### config.mk
export PLATFORM = sky130hd
export DESIGN_NAME = keypad_digit_buffer
export DESIGN_NICKNAME = d
export VERILOG_FILES = /design/src/rtl/lock_pkg.sv /design/src/rtl/keypad_digit_buffer.sv
export SDC_FILE = /design/constraint.sdc
export NUM_CORES = 1
export LEC_CHECK = 0
export ABC_CLOCK_PERIOD_IN_PS = 2690
export CAP_MARGIN = 30
export CORE_ASPECT_RATIO = 0.75
export CORE_MARGIN = 3
export CORE_UTILIZATION = 50
export CTS_BUF_LIST = sky130_fd_sc_hd__clkbuf_4 sky130_fd_sc_hd__clkbuf_8 sky130_fd_sc_hd__clkbuf_16
export DETAILED_ROUTE_END_ITERATION = 10
export PLACE_DENSITY = 0.84
export RECOVER_POWER = 50
export SLEW_MARGIN = 15
export SYNTH_ARGS = -nofsm -noshare
export SYNTH_HDL_FRONTEND = slang
export SYNTH_SLANG_ARGS = --single-unit
export TNS_END_PERCENT = 100
### constraint.sdc
create_clock -name clk -period 2.69 [get_ports clk]
set_input_delay 0.6725 -clock clk [delete_from_list [all_inputs] [get_ports clk]]
set_output_delay 0.6725 -clock clk [all_outputs]
set_load 0.01 [all_outputs]
### src/rtl/lock_pkg.sv
// Shared key codes, compare-select codes, FSM states and the code payload type
// used by the keypad digit buffer and the code entry checker.
package lock_pkg;

    localparam int unsigned DIGIT_W    = 4;
    localparam int unsigned BUF_DIGITS = 8;
    localparam int unsigned UC_MIN     = 4;
    localparam int unsigned UC_MAX     = 6;
    localparam int unsigned PC_LEN     = 8;
    localparam int unsigned CNT_W      = 4;
    localparam int unsigned BUF_W      = BUF_DIGITS * DIGIT_W;

    localparam logic [3:0] KEY_DIGIT_MAX = 4'd6;
    localparam logic [3:0] KEY_CANCEL    = 4'd7;
    localparam logic [3:0] KEY_ENTER     = 4'd8;
    localparam logic [3:0] KEY_LOCK      = 4'd9;

    typedef enum logic [1:0] {
        SEL_UC  = 2'b00,
        SEL_PC  = 2'b01,
        SEL_STG = 2'b10,
        SEL_RSV = 2'b11
    } sel_e;

    typedef enum logic [1:0] {
        ST_IDLE = 2'd0,
        ST_CMP  = 2'd1,
        ST_DONE = 2'd2
    } state_e;

    // Right-aligned digit string; LS digit is the last key pressed.
    typedef struct packed {
        logic [BUF_W-1:0] digits;
        logic [CNT_W-1:0] len;
    } code_t;

    localparam code_t PC_CODE  = '{digits: 32'h0123_4560, len: 4'd8};
    localparam code_t UC_RESET = '{digits: 32'h0000_0123, len: 4'd4};

    function automatic logic uc_len_ok(input logic [CNT_W-1:0] len);
        return (len >= CNT_W'(UC_MIN)) && (len <= CNT_W'(UC_MAX));
    endfunction

endpackage

### src/rtl/keypad_digit_buffer.sv
// Shift buffer for keypad digits with count, sticky overflow and registered
// length-valid flags for the lock controller.
module keypad_digit_buffer
    import lock_pkg::*;
(
    input  logic               clk,
    input  logic               rst_n,
    input  logic               read_input,
    input  logic               clear,
    input  logic               push,
    input  logic [DIGIT_W-1:0] digit,
    output logic [BUF_W-1:0]   digits,
    output logic [CNT_W-1:0]   count,
    output logic               overflow,
    output logic               valid_len,
    output logic               valid_len_pc
);

    logic [BUF_W-1:0] buf_q, buf_d;
    logic [CNT_W-1:0] cnt_q, cnt_d;
    logic             ovf_q, ovf_d;
    logic             rd_q;
    logic             vl_q, vl_d;
    logic             vlpc_q, vlpc_d;

    always_comb begin
        buf_d  = buf_q;
        cnt_d  = cnt_q;
        ovf_d  = ovf_q;
        if (clear || (read_input && !rd_q)) begin
            buf_d = '0;
            cnt_d = '0;
            ovf_d = 1'b0;
        end else if (push) begin
            if (cnt_q == CNT_W'(BUF_DIGITS)) begin
                ovf_d = 1'b1;
            end else begin
                buf_d = {buf_q[BUF_W-DIGIT_W-1:0], digit};
                cnt_d = cnt_q + CNT_W'(1);
            end
        end
        // Flags follow the registered count, so they lag a press by one cycle.
        vl_d   = uc_len_ok(cnt_q) && !ovf_q;
        vlpc_d = (cnt_q == CNT_W'(PC_LEN)) && !ovf_q;
    end

    always_ff @(posedge clk) begin
        if (!rst_n) begin
            buf_q  <= '0;
            cnt_q  <= '0;
            ovf_q  <= 1'b0;
            rd_q   <= 1'b0;
            vl_q   <= 1'b0;
            vlpc_q <= 1'b0;
        end else begin
            buf_q  <= buf_d;
            cnt_q  <= cnt_d;
            ovf_q  <= ovf_d;
            rd_q   <= read_input;
            vl_q   <= vl_d;
            vlpc_q <= vlpc_d;
        end
    end

    assign digits       = buf_q;
    assign count        = cnt_q;
    assign overflow     = ovf_q;
    assign valid_len    = vl_q;
    assign valid_len_pc = vlpc_q;

endmodule

# [Word-level counts from Yosys, hierarchy flattened]
# Index checks and enable logic that the tools add are counted.
[classes] addsub=1 eq_ne=1 n_lt_le_gt_ge=2 bitwise_logic=2 reduce_logical=10
[op_table] cell="4-bit by 1-bit adder with 4-bit output, second input constant" n=1
[op_table] cell="4-bit == test, second input constant" n=1
[op_table] cell="4-bit by 3-bit greater-or-equal comparator with 1-bit output, second input constant" n=1
[op_table] cell="4-bit by 3-bit less-or-equal comparator with 1-bit output, second input constant" n=1
[op_table] cell="1-bit logical AND" n=4
[op_table] cell="2-bit AND reduction" n=2
[op_table] cell="1-bit zero test" n=2
[op_table] cell="1-bit inverter" n=2
[op_table] cell="2-bit OR reduction" n=1
[op_table] cell="1-bit logical OR" n=1
[word_totals] word_cells=22 out_inout_bits=39 inputBits=9 reg_bits=40

# [Longest topological paths before layout]
# Gate-level depths: netlist (run 1).
[logic_depth] depth_word=4 ltp_mapped=7 mapped_depth_nobuf=5

# [Least setup slack after synthesis (run 1)]
# OpenSTA, ideal clock, no wires.
[synth_path] path_type="flip-flop to flip-flop" from="register cnt_q[0], in the netlist count[0]" to="register buf_q[28], in the netlist digits[28]" setup_slack_ns=1.264 period_less_slack_ns=1.426 arrival_ns=1.354 required_ns=2.618 n_path_buf=2 path_stages_with_launch=8 setup_ns=0.072 cell_sequence="dfxtp_1 > inv_1 > ha_1 > nand2_2 > o21a_1 > buf_6 > buf_12 > mux2i_1"
[synth_via] elab_chain_len=3
[synth_rtl] item="start, declared" line="keypad_digit_buffer.sv:20" text="logic [CNT_W-1:0] cnt_q, cnt_d;"
[synth_rtl] item="start signal, assigned" line="keypad_digit_buffer.sv:57" text="cnt_q <= cnt_d;"
[synth_rtl] item="4-bit == test" line="keypad_digit_buffer.sv:35" text="if (cnt_q == CNT_W'(BUF_DIGITS)) begin"
[synth_rtl] item="1-bit inverter (no source line)"
[synth_rtl] item="2-bit AND reduction (no source line)"
[synth_rtl] item="end signal, assigned" line="keypad_digit_buffer.sv:56" text="buf_q <= buf_d;"
[synth_rtl] item="end, declared" line="keypad_digit_buffer.sv:19" text="logic [BUF_W-1:0] buf_q, buf_d;"
# No other way between the ends.
# A chain may end at the register's enable or synchronous reset.

# [Worst setup path in the final report (run 1)]
[layout_path] from="input rst_n" to="register buf_q[23], in the netlist digits[23]"
[layout_via] elab_chain_len=2
[layout_rtl] item="start, declared" line="keypad_digit_buffer.sv:7" text="input logic rst_n,"
[layout_rtl] item="1-bit inverter (no source line)"
[layout_rtl] item="2-bit OR reduction (no source line)"
# No other way between the ends.

==> results of run 1 <==
state kept, by name, indices dropped and copies added, names as in the netlist:
signal	cells
valid_len	1
rd_q	1
valid_len_pc	1
digits	32
overflow	1
count	4
kinds of logic (layout without fill, tap and decap cells):
family	Yosys count	in the layout	synth area share (%)
AO/OA/AOI/OAI	5	5	2.12
XOR/XNOR	1	1	0.530
adder cells (fa/ha/maj)	2	2	1.51
buffers and inverters	22	65	7.87
flip-flops	40	40	48.4
multiplexers	34	34	20.6
AND/OR/NAND/NOR	52	52	18.9
metal layers:
layer  vias up  track usage (%)  part of all wire [%]
met2        55             33.9                    49
met3         2             7.22                   6.2
met4         0             3.95                  0.25
met5         -                0                     0
li1        671                -                     -
met1       662             25.7                    44
stage by stage:
step           power, mW  util [%]
2_1_floorplan      0.674         -
3_3_place_gp       0.693      68.8
3_5_place_dp       0.696      69.1
4_1_cts             1.18      72.7
5_1_grt             1.21      72.6
6_report            1.17      72.6
critical path: stages:
cell           delay, ps
dlygate4sd3_1        570
clkbuf_2             640
nand4_1              240
mux2i_1              210
Yosys cell counts:
cell	n	area share [%]
buf_12	2	2.4
nand2b_1	2	0.76
clkbuf_1	9	2.0
o21a_1	1	0.45
ha_1	2	1.5
a2111oi_0	1	0.53
a41oi_1	1	0.53
a21oi_1	1	0.30
nand2_1	2	0.45
nand4_1	42	16
nor2_1	2	0.45
nand2_2	1	0.38
o21ai_0	1	0.30
dfxtp_1	40	48
inv_1	4	0.91
nand3_1	1	0.30
and2_1	1	0.38
buf_2	6	1.8
mux2i_1	34	21
xor2_1	1	0.53
nor3_1	1	0.30
buf_6	1	0.68
layout make-up:
cell class | count | area, um^2 | share of cell area (%)
Clock buffer | 6 | 76.3 | 3.45
Clock inverter | 2 | 35.0 | 1.59
Inverter | 4 | 15.0 | 0.680
Multi-Input combinational cell | 94 | 722 | 32.7
Sequential cell | 40 | 801 | 36.2
Tap cell | 38 | 47.5 | 2.15
Timing Repair Buffer | 53 | 513 | 23.2
power groups by stage:
stage	registers (mW)	logic [mW]	clock network [mW]
floorplan	0.612	0.0630	0
global placement	0.611	0.0828	0
detailed placement	0.611	0.0847	0
CTS	0.597	0.0853	0.498
global route	0.597	0.0911	0.523
finish	0.597	0.0855	0.490
worst max-delay path by stage:
stage,from,endpoint,depth (start not counted)
floorplan,count[0],digits[28],7
global placement,push,digits[26],3
detailed placement,push,digits[23],4
CTS,count[2],count[2],1
global route,rst_n,digits[23],4
finish,rst_n,digits[23],4
==> results.md, run 1 <==
- Min-delay worst type: reg -> reg
- Root buffer cell: clkbuf_8
- Finished Layout Cells: 237
- Post-DP Area: 0.00210 mm^2
- Combinational power share: 7.3%
- Share of cells above drive strength 1: 7.54%
- Hold worst-path end: digits[30]
- Flop pwr share: 50.9%
- Die Y-Extent: 55.8 um
- GP Congestion: 0.747
- Setup Skew: 4.74 ps
- Largest net degree at the start of global routing: 43
- PnR worst setup slack: 544 ps
- Commonest non-fill, non-tap cell in the layout: nand4_1
- Worst hold start: digits[30]
- FF-to-FF End: digits[19]
- Remaining global-route overflow: 0
- Final period utilization: 79.8%
- Area of the core: 0.00304 mm^2
- Routed length per instance: 16.8 um
- Setup Buffers After CTS: 0
- CP max FO: 42
- Total die area: 0.00404 mm^2
- I/O pin count: 48
- Vias/cell: 5.86
- Most frequent cells in the layout: nand4_1, dfxtp_1, clkdlybuf4s50_1
- # clock sinks: 40
- Post-layout nets: 209
- Die width: 72.4 um
- Tot GR Track Use: 20.4%
- WL final: 3.99 mm
- CTS tree: yes
- Final setup vio count: 0
- Critical R2R Launch: count[0]
- Max-slew headroom: 46.3%
- Ant diodes: 0
- DRC Markers: 0
- Layout fillers: 218
- Synthesis-stage register bit count: 40
- Syn_nets: 167
- Crit path DAT: 2350 ps
- WP data required: 2900 ps
- Clock-pin slew on the worst setup and hold paths: 80 ps
- Sw Share: 22.1%
- Number of buffers created by CTS: 5
- Final instance area: 0.00221 mm^2
- Synth unique cells: 22
- CP startpoint kind: input port
- # hold bufs at CTS: 0
- Inst Count DP: 229
- Initial Util: 54.3%
- Vias in the first global route: 1352
- LEAKAGE: 0.876 nW
- Hold Fails Final Rpt: 0
- Mapped cell area: 0.00165 mm^2
- Slew @ Worst Pin: 805 ps
- Port bufs: 47
- TritonRoute pass-1 iters: 4
- Post-DRT Antenna Nets: 0
- Unrepaired setup endpoints after global routing: false
- First-pass GRT wire length: 6.56 mm
- Max-Cap Viols: 0
- Routed vias: 1390
- H-tree Lvls: 2
- Cells on worst reg2reg path: 6
- Sequential-to-total area share from yosys stat: 48.4%
- Critical path type: in -> reg
- Syn. warnings: 0
- HPWL Detailed: 2.66 mm
- Resized cells post-CTS: 0
- Crit end category: flip-flop
- Max-slew violations: 0
- Clock Latency Late Sink: 290 ps
- R2r setup slk: 930 ps
- Mean Syn Cell Area: 10.6 um^2
- Power Internal: 0.914 mW
- FMAX: 466 MHz
- Max IR drop VDD: 394 uV
- Period minus WS final: 2150 ps
- Cell count after synthesis: 156
- Cell row count: 17
- Number of DRC markers in iteration 0: 78
- PwrDens: 531 mW/mm^2
- CTS Buffer Depth: 2
- Power share of the clock group: 41.8%
- Initial antenna violation count: 0
- Dpl ws: 561 ps
- Area Growth Syn to Fin: 33.7%
- Outcome: finished clean
- Setup TNS: 0 ps
- Sw Pwr: 0.259 mW
- Hold_ws: 472 ps
- Hold Path Stages: 2
Power figures use the tool's default switching activity.
==> run 2, diff against run 1 <==
ABC_CLOCK_PERIOD_IN_PS = 2000   (was 2690)
CORE_UTILIZATION = 46   (was 50)
PLACE_DENSITY = 0.78   (was 0.84)
clock period = 2 ns   (was 2.69 ns; I/O delays follow)
==> run 2 against run 1 <==
Count of clock-buffer cells in the layout increased by 2. Clock skew is 3.1 ps higher. Via count decreased by 0.79%. Cell count is 0.84% higher. Total power rose by 26%. Utilization shrank 6.5 points. Setup slack lost 350 ps. First-iteration DRC count shrank 12%. Critical path type is now reg -> out.
==> results.md, run 2 (synthesis gave the netlist of run 1 again) <==
- Outcome: finished clean
- WL final: 3.77 mm
- Setup TNS: 0 ps
- Hold worst-path end: digits[28]
- Crit path DAT: 1310 ps
- Vias/cell: 5.77
- R2r setup slk: 250 ps
- Final setup vio count: 0
- Share of cells above drive strength 1: 7.04%
- Number of DRC markers in iteration 0: 69
- Max-Cap Viols: 0
- Power Internal: 1.16 mW
- Critical R2R Launch: count[0]
- Final instance area: 0.00222 mm^2
- Vias in the first global route: 1338
- Period minus WS final: 1810 ps
- Ant diodes: 0
- Worst path top cell family by delay: buffers and inverters
- Total die area: 0.00436 mm^2
- Routed length per instance: 15.8 um
- Area of the multi-input gates: 719 um^2
- Final period utilization: 90.5%
- Power share of the clock group: 37.4%
- H-tree Lvls: 2
- Area of the core: 0.00336 mm^2
- Tot GR Track Use: 18.3%
- FF-to-FF End: digits[3]
- Hold Path Stages: 2
- TritonRoute pass-1 iters: 4
- Critical path type: reg -> out
- Die Y-Extent: 57.9 um
- LEAKAGE: 0.846 nW
- Cells on worst reg2reg path: 6
- CP max FO: 7
- WP data required: 1500 ps
- Initial antenna violation count: 0
- Commonest non-fill, non-tap cell in the layout: clkdlybuf4s50_1
- Number of buffers created by CTS: 5
- Max reg flops: 32
- Max incr delay on CP: 590 ps
- Routed vias: 1379
- Worst Path Buf+Inv: 1
- HPWL Detailed: 2.60 mm
- Largest net degree at the start of global routing: 42
- Clock-pin slew on the worst setup and hold paths: 70 ps
- Clock Latency Late Sink: 280 ps
- Remaining global-route overflow: 0
- Die width: 75.2 um
- Critical path depth: 1
- Root buffer cell: clkbuf_8
- Slowest cell on the critical path: clkdlybuf4s50_1
- FMAX: 553 MHz
- Layout fillers: 248
- CTS tree: yes
- CTS Buffer Depth: 2
- Post-DRT Antenna Nets: 0
- CP startpoint kind: flip-flop
- GP Congestion: 0.798
- Combinational power share: 8.2%
- PwrDens: 666 mW/mm^2
- Post-layout nets: 209
- Most frequent cells in the layout: clkdlybuf4s50_1, nand4_1, dfxtp_1
- Cell row count: 18
- DRC Markers: 0
- Resized cells post-CTS: 0
- Pwr Total: 1.48 mW
- Post-DP Area: 0.00214 mm^2
- Setup Buffers After CTS: 0
- Max-slew headroom: 65.8%
- Worst-path cell chain: clkdlybuf4s50_1
- Unrepaired setup endpoints after global routing: false
- First-pass GRT wire length: 6.13 mm
- Sw Pwr: 0.318 mW
- Setup Skew: 7.83 ps
- Sw Share: 21.6%
- I/O pin count: 48
- Worst hold start: digits[28]
- Max-slew violations: 0
- Hold Fails Final Rpt: 0
- # clock sinks: 40
- Flop pwr share: 54.4%
- Crit end category: primary output
- # hold bufs at CTS: 0
- Initial Util: 49.3%
- Seq. cell area: 801 um^2
- Area Growth Syn to Fin: 34.2%
- Slew @ Worst Pin: 513 ps
- Min-delay worst type: reg -> reg
- Port bufs: 47
- Max IR drop VDD: 363 uV
## run 2: changes by cell type in the layout (fill, tap and decap cells not counted), moves of 2 or more
cell	change
clkdlybuf4s50_1	+9
dlygate4sd3_1	-9
buf_4	-4
clkbuf_4	+2
buf_12	+2
## run 2: final cells by class
cell class / count / share of cell area (%)
well taps: 40 / 2.26
clock buffers: 8 / 4.40
inverters: 4 / 0.677
repair buffers: 53 / 24.1
multi-input cells: 94 / 32.4
flip-flops and latches: 40 / 36.1
## run 2: per-layer routing
metal | GRT usage (%) | routed length, um | vias to the layer above | share of wire [%]
li1 | - | - | 677 | -
met5 | 0 | 0 | - | 0
met1 | 25.4 | 1810 | 656 | 48
met2 | 28.2 | 1780 | 42 | 47
met3 | 6.76 | 152 | 4 | 4.0
met4 | 2.74 | 26 | 0 | 0.69
## run 2: worst register-to-register path, delay by kind of cell (launching register included)
kind	cells	cell delay [ps]
AOI/OAI and AO/OA	1	120
adders and majority gates	1	220
buffers and inverters	2	510
DFF	1	430
muxes	1	260
and+or+nand+nor	1	130
## run 2: how the worst max path moves through the flow
stage / from / endpoint / slack [ps]
finish: count[2] / count[2] / 190
floorplan: count[0] / digits[28] / 570
global placement: push / digits[5] / 270
detailed placement: push / digits[3] / 200
global route: count[0] / digits[1] / 110
CTS: count[2] / count[2] / 190
## run 2: power by group through the flow
stage	Combinational, mW	Sequential, mW	Clock [mW]
floorplan	0.0847	0.822	0
global placement	0.122	0.821	0
detailed placement	0.124	0.822	0
CTS	0.125	0.803	0.562
global route	0.130	0.803	0.606
finish	0.121	0.803	0.553
## run 2: through the flow
step / hold slack, ps / util, % / setup slack, ps / cells
after floorplan: 494 / - / 574 / 156
after global placement: 458 / 63.8 / 272 / 231
after detailed placement: 472 / 63.8 / 200 / 231
after CTS: 482 / 66.7 / 193 / 239
after global routing: 495 / 66.1 / 105 / 239
final: 480 / 66.1 / 191 / 239
==> run 3, diff against run 2 <==
CORE_UTILIZATION = 30   (was 46)
PLACE_DENSITY = not set   (was 0.78)
TNS_END_PERCENT = not set   (was 100)
==> run 3 against run 2 <==
Clock skew rose by 2.0 ps. Cell area rose by 1.4%. Global-route usage is 4.9 points lower. Worst hold slack about the same. Count of clock-buffer cells in the layout down 2. Setup slack worse by 20 ps. Maximum frequency shrank 1.1%. Die area grew 48%. Flip-flop and latch count unchanged. Critical endpoint unchanged.
==> results.md, run 3 (synthesis gave the netlist of run 1 again) <==
- Outcome: finished clean
- Crit path DAT: 1330 ps
- Worst-path cell chain: clkdlybuf4s50_1
- Worst Path Buf+Inv: 1
- Pwr Total: 1.45 mW
- Min-delay worst type: reg -> reg
- Total die area: 0.00645 mm^2
- Final period utilization: 91.4%
- Commonest non-fill, non-tap cell in the layout: clkdlybuf4s50_1
- Layout fillers: 492
- # hold bufs at CTS: 0
- Max-slew headroom: 69.1%
- Number of buffers created by CTS: 5
- HPWL Detailed: 2.70 mm
- Area Growth Syn to Fin: 36.1%
- Finished Layout Cells: 271
- I/O pin count: 48
- Dpl ws: 203 ps
- Max-Cap Viols: 0
- LEAKAGE: 0.840 nW
- FMAX: 547 MHz
- Post-layout util: 44.2%
- Die Y-Extent: 70.3 um
- Max-slew violations: 0
- Clock-pin slew on the worst setup and hold paths: 80 ps
- Largest net degree at the start of global routing: 42
- Post-DP Area: 0.00219 mm^2
- CTS Buffer Depth: 2
- Initial Util: 32.5%
- TritonRoute pass-1 iters: 4
- Post-layout nets: 210
- GP Congestion: 0.706
- Hold Fails Final Rpt: 0
- CP startpoint kind: flip-flop
- H-tree Lvls: 2
- CTS tree: yes
- WP data required: 1500 ps
- Resized cells post-CTS: 0
- Slowest cell on the critical path: clkdlybuf4s50_1
- PwrDens: 646 mW/mm^2
- Setup Skew: 9.86 ps
- Initial antenna violation count: 0
- Clock Latency Late Sink: 290 ps
- Share of cells above drive strength 1: 7.04%
- Vias/cell: 5.01
- Max incr delay on CP: 600 ps
- Final setup vio count: 0
- Inst Count DP: 264
- Routed vias: 1358
- WL final: 4.12 mm
- Area of the core: 0.00509 mm^2
- Tot GR Track Use: 13.5%
- Port bufs: 47
- Number of DRC markers in iteration 0: 56
- Seq. cell area: 801 um^2
- PnR worst setup slack: 171 ps
- Setup TNS: 0 ps
- Slew @ Worst Pin: 464 ps
- Area of the multi-input gates: 719 um^2
- Critical path type: reg -> out
- CP max FO: 7
- Crit end category: primary output
- Most frequent cells in the layout: clkdlybuf4s50_1, nand4_1, dfxtp_1
- Max IR drop VDD: 271 uV
- Unrepaired setup endpoints after global routing: false
- First-pass GRT wire length: 6.99 mm
- DRC Markers: 0
- Hold_ws: 480 ps
- Routed length per instance: 15.2 um
- Post-DRT Antenna Nets: 0
- Ant diodes: 0
- Remaining global-route overflow: 0
- Vias in the first global route: 1372
- Root buffer cell: clkbuf_8
- Final instance area: 0.00225 mm^2
- Cell row count: 22
- Die width: 91.7 um
- Period minus WS final: 1830 ps
- Setup Buffers After CTS: 0
- # clock sinks: 40
- Max reg flops: 32
- Worst path top cell family by delay: buffers and inverters
[run 3: cell types whose count changed in the layout (fill, tap and decap cells not counted)]
cell,previous run,this run
buf_4,1,2
clkbuf_4,3,2
clkbuf_8,6,5
clkdlybuf4s50_1,45,46
clkinv_2,0,1
dlygate4sd3_1,2,1
o21ai_0,1,0
o21ai_1,0,1
[run 3: final timing paths]
kind / startpoint / endpoint / slack, ps / depth (start not counted)
worst max-delay path: count[2] / count[2] / 170 / 1
worst min-delay path: digits[30] / digits[30] / 480 / 2
worst max register to register: count[0] / digits[6] / 240 / 6
worst min register to register: digits[30] / digits[30] / 480 / 2
[run 3: area by class of cell]
cell class	instances	area share, %
clock buffer	6	3.39
sequential	40	35.6
timing repair buffer	54	24.1
clock inverter	1	0.222
tap	72	4.00
multi-input combinational	94	32.0
inverter	4	0.667
[run 3: layer usage]
layer | vias up | wire length [um] | global-route usage [%]
met5 | - | 0 | 0
met1 | 633 | 2060 | 18.1
met2 | 45 | 1780 | 20.3
met4 | 0 | 38 | 4.45
met3 | 5 | 238 | 4.41
li1 | 675 | - | -
[run 3: worst register-to-register path, cell delays in order, from the launching register on]
cell	delay [ps]
dfxtp_1	440
inv_1	90
ha_1	210
nand2_1	130
o21a_1	120
clkbuf_4	430
mux2i_1	260
[run 3: power breakdown]
| part | internal [mW] | leakage [nW] | switching (mW) |
|---|---|---|---|
| clock network | 0.251 | 0.0445 | 0.275 |
| registers | 0.800 | 0.323 | 0.00314 |
| logic | 0.0516 | 0.473 | 0.0729 |
